### config.mk
export PLATFORM = sky130hd
export DESIGN_NAME = mcp01_controller
export DESIGN_NICKNAME = d
export VERILOG_FILES = /design/src/rtl/mcp01_pkg.sv /design/src/rtl/mcp01_ctrl_decode.sv /design/src/rtl/mcp01_controller.sv
export SDC_FILE = /design/constraint.sdc
export NUM_CORES = 1
export LEC_CHECK = 0
export CORE_MARGIN = 1.5
export CORE_UTILIZATION = 40
export CTS_CLUSTER_SIZE = 28
export DETAILED_ROUTE_END_ITERATION = 8
export PLACE_DENSITY = 0.86
export SLEW_MARGIN = 5
export SYNTH_ARGS = -nofsm -noshare
export SYNTH_HDL_FRONTEND = slang
export SYNTH_SLANG_ARGS = --single-unit
### constraint.sdc
create_clock -name clk -period 1.6 [get_ports clk]
set_clock_uncertainty 0.2 [all_clocks]
set_input_delay 0.32 -clock clk [delete_from_list [all_inputs] [get_ports clk]]
set_output_delay 0.32 -clock clk [all_outputs]
set_load 0.01 [all_outputs]
### src/rtl/mcp01_pkg.sv
// Shared encodings for the MCP01 control unit: opcodes, ALU functions,
// FSM states and the control-vector bundle driven into the datapath.
package mcp01_pkg;

  localparam int unsigned OPC_W  = 3;
  localparam int unsigned ALUC_W = 2;

  localparam logic [OPC_W-1:0] OP_ADD  = 3'b000;
  localparam logic [OPC_W-1:0] OP_SUB  = 3'b001;
  localparam logic [OPC_W-1:0] OP_AND  = 3'b010;
  localparam logic [OPC_W-1:0] OP_NOT  = 3'b011;
  localparam logic [OPC_W-1:0] OP_PUSH = 3'b100;
  localparam logic [OPC_W-1:0] OP_POP  = 3'b101;
  localparam logic [OPC_W-1:0] OP_JMP  = 3'b110;
  localparam logic [OPC_W-1:0] OP_JZ   = 3'b111;

  localparam logic [ALUC_W-1:0] ALU_ADD = 2'b00;
  localparam logic [ALUC_W-1:0] ALU_SUB = 2'b01;
  localparam logic [ALUC_W-1:0] ALU_AND = 2'b10;
  localparam logic [ALUC_W-1:0] ALU_NOT = 2'b11;

  typedef enum logic [4:0] {
    StRst   = 5'd0,
    StIf    = 5'd1,
    StId    = 5'd2,
    StPop1  = 5'd3,
    StPop2  = 5'd4,
    StLd2   = 5'd5,
    StPop1n = 5'd6,
    StLd1   = 5'd7,
    StExec  = 5'd8,
    StPushr = 5'd9,
    StMrd   = 5'd10,
    StPshm  = 5'd11,
    StPops  = 5'd12,
    StMwr   = 5'd13,
    StJmp   = 5'd14,
    StTos   = 5'd15,
    StJzs   = 5'd16
  } state_e;

  typedef struct packed {
    logic              iord;
    logic              mem_read;
    logic              mem_write;
    logic              ir_write;
    logic              pc_write;
    logic              pc_sel;
    logic              jz;
    logic              d_in_sel;
    logic              push;
    logic              pop;
    logic              tos;
    logic              ldop1;
    logic              ldop2;
    logic              alu_src_a;
    logic              alu_src_b;
    logic [ALUC_W-1:0] alu_control;
    logic              instr_done;
  } ctrl_t;

  // Dispatch target out of ID for a given opcode.
  function automatic state_e id_next(input logic [OPC_W-1:0] opc);
    state_e nxt;
    case (opc)
      OP_ADD, OP_SUB, OP_AND: nxt = StPop1;
      OP_NOT:                 nxt = StPop1n;
      OP_PUSH:                nxt = StMrd;
      OP_POP:                 nxt = StPops;
      OP_JMP:                 nxt = StJmp;
      default:                nxt = StTos;
    endcase
    return nxt;
  endfunction

endpackage

### src/rtl/mcp01_ctrl_decode.sv
// Combinational decode of the current FSM state (plus the ALU opcode bits,
// used only in EXEC) into the full datapath control vector.
module mcp01_ctrl_decode
  import mcp01_pkg::*;
(
  input  state_e            state_i,
  input  logic [ALUC_W-1:0] alu_op_i,
  output ctrl_t             ctrl_o
);

  always_comb begin
    ctrl_o = '0;
    case (state_i)
      StIf: begin
        ctrl_o.mem_read = 1'b1;
        ctrl_o.ir_write = 1'b1;
        ctrl_o.pc_write = 1'b1;
      end
      StPop1, StPop1n, StPops: begin
        ctrl_o.pop = 1'b1;
      end
      StPop2: begin
        ctrl_o.pop   = 1'b1;
        ctrl_o.ldop1 = 1'b1;
      end
      StLd2: begin
        ctrl_o.ldop2 = 1'b1;
      end
      StLd1: begin
        ctrl_o.ldop1 = 1'b1;
      end
      StExec: begin
        ctrl_o.alu_src_a   = 1'b1;
        ctrl_o.alu_src_b   = 1'b1;
        ctrl_o.alu_control = alu_op_i;
      end
      StPushr: begin
        ctrl_o.push       = 1'b1;
        ctrl_o.d_in_sel   = 1'b1;
        ctrl_o.instr_done = 1'b1;
      end
      StMrd: begin
        ctrl_o.iord     = 1'b1;
        ctrl_o.mem_read = 1'b1;
      end
      StPshm: begin
        ctrl_o.push       = 1'b1;
        ctrl_o.instr_done = 1'b1;
      end
      StMwr: begin
        ctrl_o.iord       = 1'b1;
        ctrl_o.mem_write  = 1'b1;
        ctrl_o.instr_done = 1'b1;
      end
      StJmp: begin
        ctrl_o.pc_write   = 1'b1;
        ctrl_o.pc_sel     = 1'b1;
        ctrl_o.instr_done = 1'b1;
      end
      StTos: begin
        ctrl_o.tos = 1'b1;
      end
      StJzs: begin
        // PC load is conditional on d_out == 0, handled in the datapath.
        ctrl_o.jz         = 1'b1;
        ctrl_o.pc_sel     = 1'b1;
        ctrl_o.instr_done = 1'b1;
      end
      default: ctrl_o = '0;
    endcase
  end

endmodule

### src/rtl/mcp01_controller.sv
// MCP01 multicycle control unit: state register and next-state sequencing;
// control outputs come from mcp01_ctrl_decode.
module mcp01_controller
  import mcp01_pkg::*;
(
  input  logic              clk,
  input  logic              rst,
  input  logic [OPC_W-1:0]  opcode,
  output logic              IorD,
  output logic              MemRead,
  output logic              MemWrite,
  output logic              IR_Write,
  output logic              PC_Write,
  output logic              PCsel,
  output logic              JZ,
  output logic              d_in_sel,
  output logic              push,
  output logic              pop,
  output logic              tos,
  output logic              ldop1,
  output logic              ldop2,
  output logic              ALU_Src_A,
  output logic              ALU_Src_B,
  output logic [ALUC_W-1:0] ALU_Control,
  output logic              instr_done
);

  state_e state_q, state_d;
  ctrl_t  ctrl;

  always_ff @(posedge clk or negedge rst) begin
    if (!rst) begin
      state_q <= StRst;
    end else begin
      state_q <= state_d;
    end
  end

  always_comb begin
    state_d = StRst;
    case (state_q)
      StRst:   state_d = StIf;
      StIf:    state_d = StId;
      StId:    state_d = id_next(opcode);
      StPop1:  state_d = StPop2;
      StPop2:  state_d = StLd2;
      StLd2:   state_d = StExec;
      StPop1n: state_d = StLd1;
      StLd1:   state_d = StExec;
      StExec:  state_d = StPushr;
      StMrd:   state_d = StPshm;
      StPops:  state_d = StMwr;
      StTos:   state_d = StJzs;
      StPushr, StPshm, StMwr, StJmp, StJzs: state_d = StIf;
      default: state_d = StRst;
    endcase
  end

  mcp01_ctrl_decode u_decode (
    .state_i  (state_q),
    .alu_op_i (opcode[ALUC_W-1:0]),
    .ctrl_o   (ctrl)
  );

  assign IorD        = ctrl.iord;
  assign MemRead     = ctrl.mem_read;
  assign MemWrite    = ctrl.mem_write;
  assign IR_Write    = ctrl.ir_write;
  assign PC_Write    = ctrl.pc_write;
  assign PCsel       = ctrl.pc_sel;
  assign JZ          = ctrl.jz;
  assign d_in_sel    = ctrl.d_in_sel;
  assign push        = ctrl.push;
  assign pop         = ctrl.pop;
  assign tos         = ctrl.tos;
  assign ldop1       = ctrl.ldop1;
  assign ldop2       = ctrl.ldop2;
  assign ALU_Src_A   = ctrl.alu_src_a;
  assign ALU_Src_B   = ctrl.alu_src_b;
  assign ALU_Control = ctrl.alu_control;
  assign instr_done  = ctrl.instr_done;

endmodule

Yosys cells after proc, flatten, opt, wreduce, memory -nomap -nowiden:

Index checks and enable logic that the tools add are counted.

* bits of input ports: 5
* output and inout bits: 18
* register bits: 5

* equality and inequality tests: 22
* reduce and logical (&&, ||, !) cells: 13
* muxes and demuxes: 17

Operators by type and width (count)
* case mux 5 bit (11 select lines): 1
* == test 5 x 4 -> 1 bit, second input constant: 8
* == test 5 x 3 -> 1 bit, second input constant: 4
* case mux 4 bit (5 select lines): 1
* 2-to-1 mux 1 bit: 14
* OR reduction 2 bit: 7
* == test 5 x 2 -> 1 bit, second input constant: 2
* == test 3 bit, second input constant: 3
* == test 3 x 2 -> 1 bit, second input constant: 2
* OR reduction 6 bit: 1
* == test 5 x 1 -> 1 bit, second input constant: 1
* == test 5 bit, second input constant: 1
* zero test 5 bit: 1
* OR reduction 5 bit: 1
* 2-to-1 mux 4 bit: 1
* OR reduction 4 bit: 1
* == test 3 x 1 -> 1 bit, second input constant: 1
* zero test 3 bit: 1
* OR reduction 3 bit: 1

Logic depth before layout (Yosys ltp):

* depth after elaboration: 4
* depth in mapped cells: 4
* mapped depth without buffers: 3

Hierarchy:

Synthesis repeated with hierarchy kept, for this count alone.

* cell total of the unflattened synthesis: 81
* area, all modules: 620.6 um^2

By module, submodules not included
* mcp01_controller: sequential area each 125.1 um^2, instances 1, cells an instance 31, area an instance 316.6 um^2
* mcp01_ctrl_decode: sequential area each 0.0 um^2, instances 1, cells an instance 50, area an instance 304.0 um^2

Least setup slack after synthesis:

Ideal clock, no wire load.

* path kind: register to output
* start point: register state_q[2]
* end point: output ALU_Control[0]
* data arrival time: 1181 ps
* setup slack: -101 ps
* stages on the path, launching flop included: 4
* path through: dfrtp_1 -> buf_4 -> nor4_2 -> and2_1

* word-level cells in the longest chain between the ends: 2

Ends and longest elaborated chain
* start, declared: RTL line mcp01_controller.sv:28 `state_e state_q, state_d;`
* start signal, assigned: RTL line mcp01_controller.sv:33 `state_q <= StRst;`
* start signal, assigned: RTL line mcp01_controller.sv:35 `state_q <= state_d;`
* == test 5 x 4 -> 1 bit: RTL line mcp01_ctrl_decode.sv:13 `case (state_i)`
* 2-to-1 mux 4 bit: RTL line mcp01_ctrl_decode.sv:13
* end, declared: RTL line mcp01_controller.sv:24 `output logic [ALUC_W-1:0] ALU_Control,`

No other way between the ends.

Final worst setup path:

* start point: register state_q[2]
* end point: output IR_Write

* word-level cells in the longest chain between the ends: 2

Ends and longest elaborated chain
* == test 5 x 1 -> 1 bit: RTL line mcp01_ctrl_decode.sv:13
* 2-to-1 mux 1 bit: RTL line mcp01_ctrl_decode.sv:13
* end, declared: RTL line mcp01_controller.sv:12 `output logic IR_Write,`

No other way between the ends.

==> results.yml <==
placed_design:
  io_buffers: 22
  dp.cells: 121
  dp.final_hpwl_um: 1350
  dp_slack_ps: -570
  gp_congestion: 0.924
synth:
  synth_ff_type: "dfrtp_1"
  yosys.cell_count.top_type: "nor2_1"
  netlist-cell-type-count: 33
  average_cell_area_after_synthesis_um2: 8.05
  synth_top_cell_by_area: "dfrtp_1"
  async_s_r_ff_share_synth_pct: 100
  postSynthNetCount: 72
  synth.area.top_cells: "dfrtp_1, nor2_1, a32oi_1"
  synth_seq_area_share_pct: 23.2
  synth_seq_cells: 5
  number_of_synthesized_flops_with_an_enable_pin: 0
  post-synth-top-area-fraction_pct: 23.2
  yosysWarningCount: 0
  synthTopCellsByCount: "nor2_1, dfrtp_1, nand2_1"
  netlist_instances: 67
  syn_area_um2: 539
final_layout:
  number_of_flip_flops_under_the_largest_register_name: 5
  layout.nets: 124
  flow.area_growth_from_synthesis_pct: 94.4
  post_route_cells_drive_above_1_share_pct: 62.7
  reg_top3: "state_q (5)"
  register_with_the_most_flip_flops: "state_q"
  diodes: 0
  final_instance_count_without_filler_cells: 133
floorplanning:
  die-width_um: 39.7
  die_height_um: 39.7
  die-area_um2: 1580
  num_rows: 13
  core_region_area_um2: 1280
  ios: 23
  initial_core_util_pct: 42.0
cts:
  clk_latency_ps: 230
  cts.htree.levels: 1
  clkSlewWorstSetupHoldPaths_ps: 40
  clock_sinks: 5
  post_cts_hold_buffer_count: 0
  tritoncts_clock_tree: "done"
  cts_inserted_buffers: 3
  clk_path_buf_depth: 2
  clockRootBuffer: "clkbuf_4"
global_routing:
  grt_first_pass_wirelength_um: 3020
  grt_max_degree: 11
  grt_util_all_layers_pct: 28.9
  antenna_found_initial: 0
  gr-total-overflow: 0
  vias_in_the_first_global_route: 695
power_and_ir_drop:
  p_sw_share_pct: 44.7
  internal-power_w: 0.00111
  pwr-share-clk_pct: 7.0
  reg_power_share_pct: 13.6
  cellPowerDensity_nw_per_um2: 1910
  power_leakage_nw: 0.517
  combinationalPowerShare_pct: 79.4
  peakVddDrop_v: 0.00133
  netSwitchingPower_w: 0.000898
route:
  via_count: 737
  detail_route.drc_violations: 0
  ant_nets: 0
  detailedRoute.firstPassIterationCount: 4
  detail_route.wirelength_um: 2010
  vias_per_cell: 5.54
  routedWlPerCell_um: 15.1
  first_iter_violations: 11
sta:
  layout_worst_path_cycle_share_pct: 123
  rsz0062_at_grt: "yes"
  finalSetupViolCount: 20
  setup_slack_ps: -370
  timing_hold_violations_final: 0
  slew_headroom_pct: 79.4
  timing.fmax_mhz: 508
  min_period_ps: 1970
  count_of_final_max_slew_check_failures: 0
  tightestPinTransition_ps: 308
setup_path:
  crit-reg2reg-capture: "state_q[0]"
  crit_path_frequent_cell: "buf_4"
  number_of_cell_instances_on_the_worst_register_to_register_path: 5
  cp.required_ps: 1080
  critical_path.cell_chain: "buf_4 > buf_4 > nor2_2 > nand2_1 > nor3_1 > buf_2"
  critPathSlowestCell: "dfrtp_2"
  cp_data_arrival_time_ps: 1450
  worst_path_dominant_cell_family: "buffers and inverters"
  worstReg2RegStart: "state_q[2]"
  timing.critical_path.slowest_cell_delay_ps: 420
  critPathBufInv: 3
  critPathMaxFanout: 4
  reg2reg_setup_slack_ps: -30
  worstSetupPathType: "flip-flop to output port"
  worstSetupStartpointType: "flip-flop"
  setup.worst_path.end_class: "output port"
run_status:
  outcome: "finished, violations left"
  failing_checks: "negative setup slack"
min_path:
  hold_path.class: "input pin to asynchronous set/reset pin"
job:
  cap_violations: 0
## cells in the final DEF (no fill, tap or decap), drive strengths merged
| cell | n |
|---|---|
| xnor2 | 1 |
| nor3 | 4 |
| and2b | 4 |
| nor2b | 1 |
| a21oi | 3 |
| nand2b | 2 |
| clkbuf | 4 |
| nor2 | 10 |
| mux2i | 2 |
| nor4b | 1 |
| dlygate4sd2 | 1 |
| a2111oi | 2 |
| inv | 2 |
| and2 | 2 |
| o21bai | 1 |
| nand4bb | 1 |
| nor4 | 1 |
| nor3b | 1 |
| nor4bb | 1 |
| dfrtp | 5 |
| clkdlybuf4s50 | 3 |
| nand3b | 1 |
| buf | 49 |
| nand2 | 5 |
| a221oi | 1 |
| a211o | 1 |
| a32oi | 4 |
| and4 | 1 |
| and3 | 2 |
| o21ai | 2 |
## worst max path at each step
stage	startpoint	end	slack (ps)	depth (start not counted)
after global placement	state_q[1]	ALU_Control[1]	-490	4
final	state_q[2]	IR_Write	-370	6
after CTS	state_q[2]	instr_done	-340	5
after floorplan	state_q[0]	MemRead	-10	3
after global routing	state_q[2]	IR_Write	-390	6
after detailed placement	state_q[1]	ALU_Control[0]	-570	4
## area by class of cell
type                            instances  area (µm²)
Clock buffer                            4        26.3
Fill cell                              87         236
Tap cell                               15        18.8
Inverter                                2        7.51
Timing Repair Buffer                   53         402
Sequential cell                         5         130
Multi-Input combinational cell         54         464
## per-stage QoR
step	hold slack [ps]	power, W	cell area [µm²]	utilization (%)	setup TNS (ps)
global route	105	0.00212	1050	81.6	-6090
finish	95.3	0.00201	1050	81.6	-5000
CTS	87.2	0.00189	995	77.4	-5000
detailed placement	345	0.00166	946	73.6	-8740
global placement	342	0.00161	946	73.6	-7730
floorplan	-176	0.000994	577	-	-26.1
## cells by family after synthesis
kind of cell	synth area share, %
mux	3.71
compound gates	20.2
simple gates	42.7
flops	23.2
xor+xnor	1.62
buf+inv	8.58
## power groups by stage
| stage | clock, W | sequential (W) | combinational [W] |
|---|---|---|---|
| final | 0.000140 | 0.000273 | 0.00159 |
| after global routing | 0.000156 | 0.000280 | 0.00168 |
| after CTS | 0.000149 | 0.000265 | 0.00148 |
| after detailed placement | 0 | 0.000279 | 0.00138 |
| after global placement | 0 | 0.000267 | 0.00134 |
| after floorplan | 0 | 0.000264 | 0.000730 |
## repair_timing
| item | 4_1_cts | 5_1_grt |
|---|---|---|
| buffers inserted | 8 | 0 |
| setup endpoints to repair | 20 | 20 |
| resized for setup | 90 | 9 |
| pin swaps | 14 | 8 |
## metal layers
layer	routed length, µm	track usage (%)	vias to the layer above
li1	-	-	348
met1	855	34.8	361
met2	1050	46.7	22
met3	72	6.25	6
met4	29	16.4	0
met5	0	0	-
## worst register-to-register path: stages (launching register included)
cell and delay, ps:
dfrtp_2 420, buf_6 140, buf_4 150, nor4bb_4 280
a2111oi_1 70, a211o_1 250
Power figures use the tool's default switching activity.
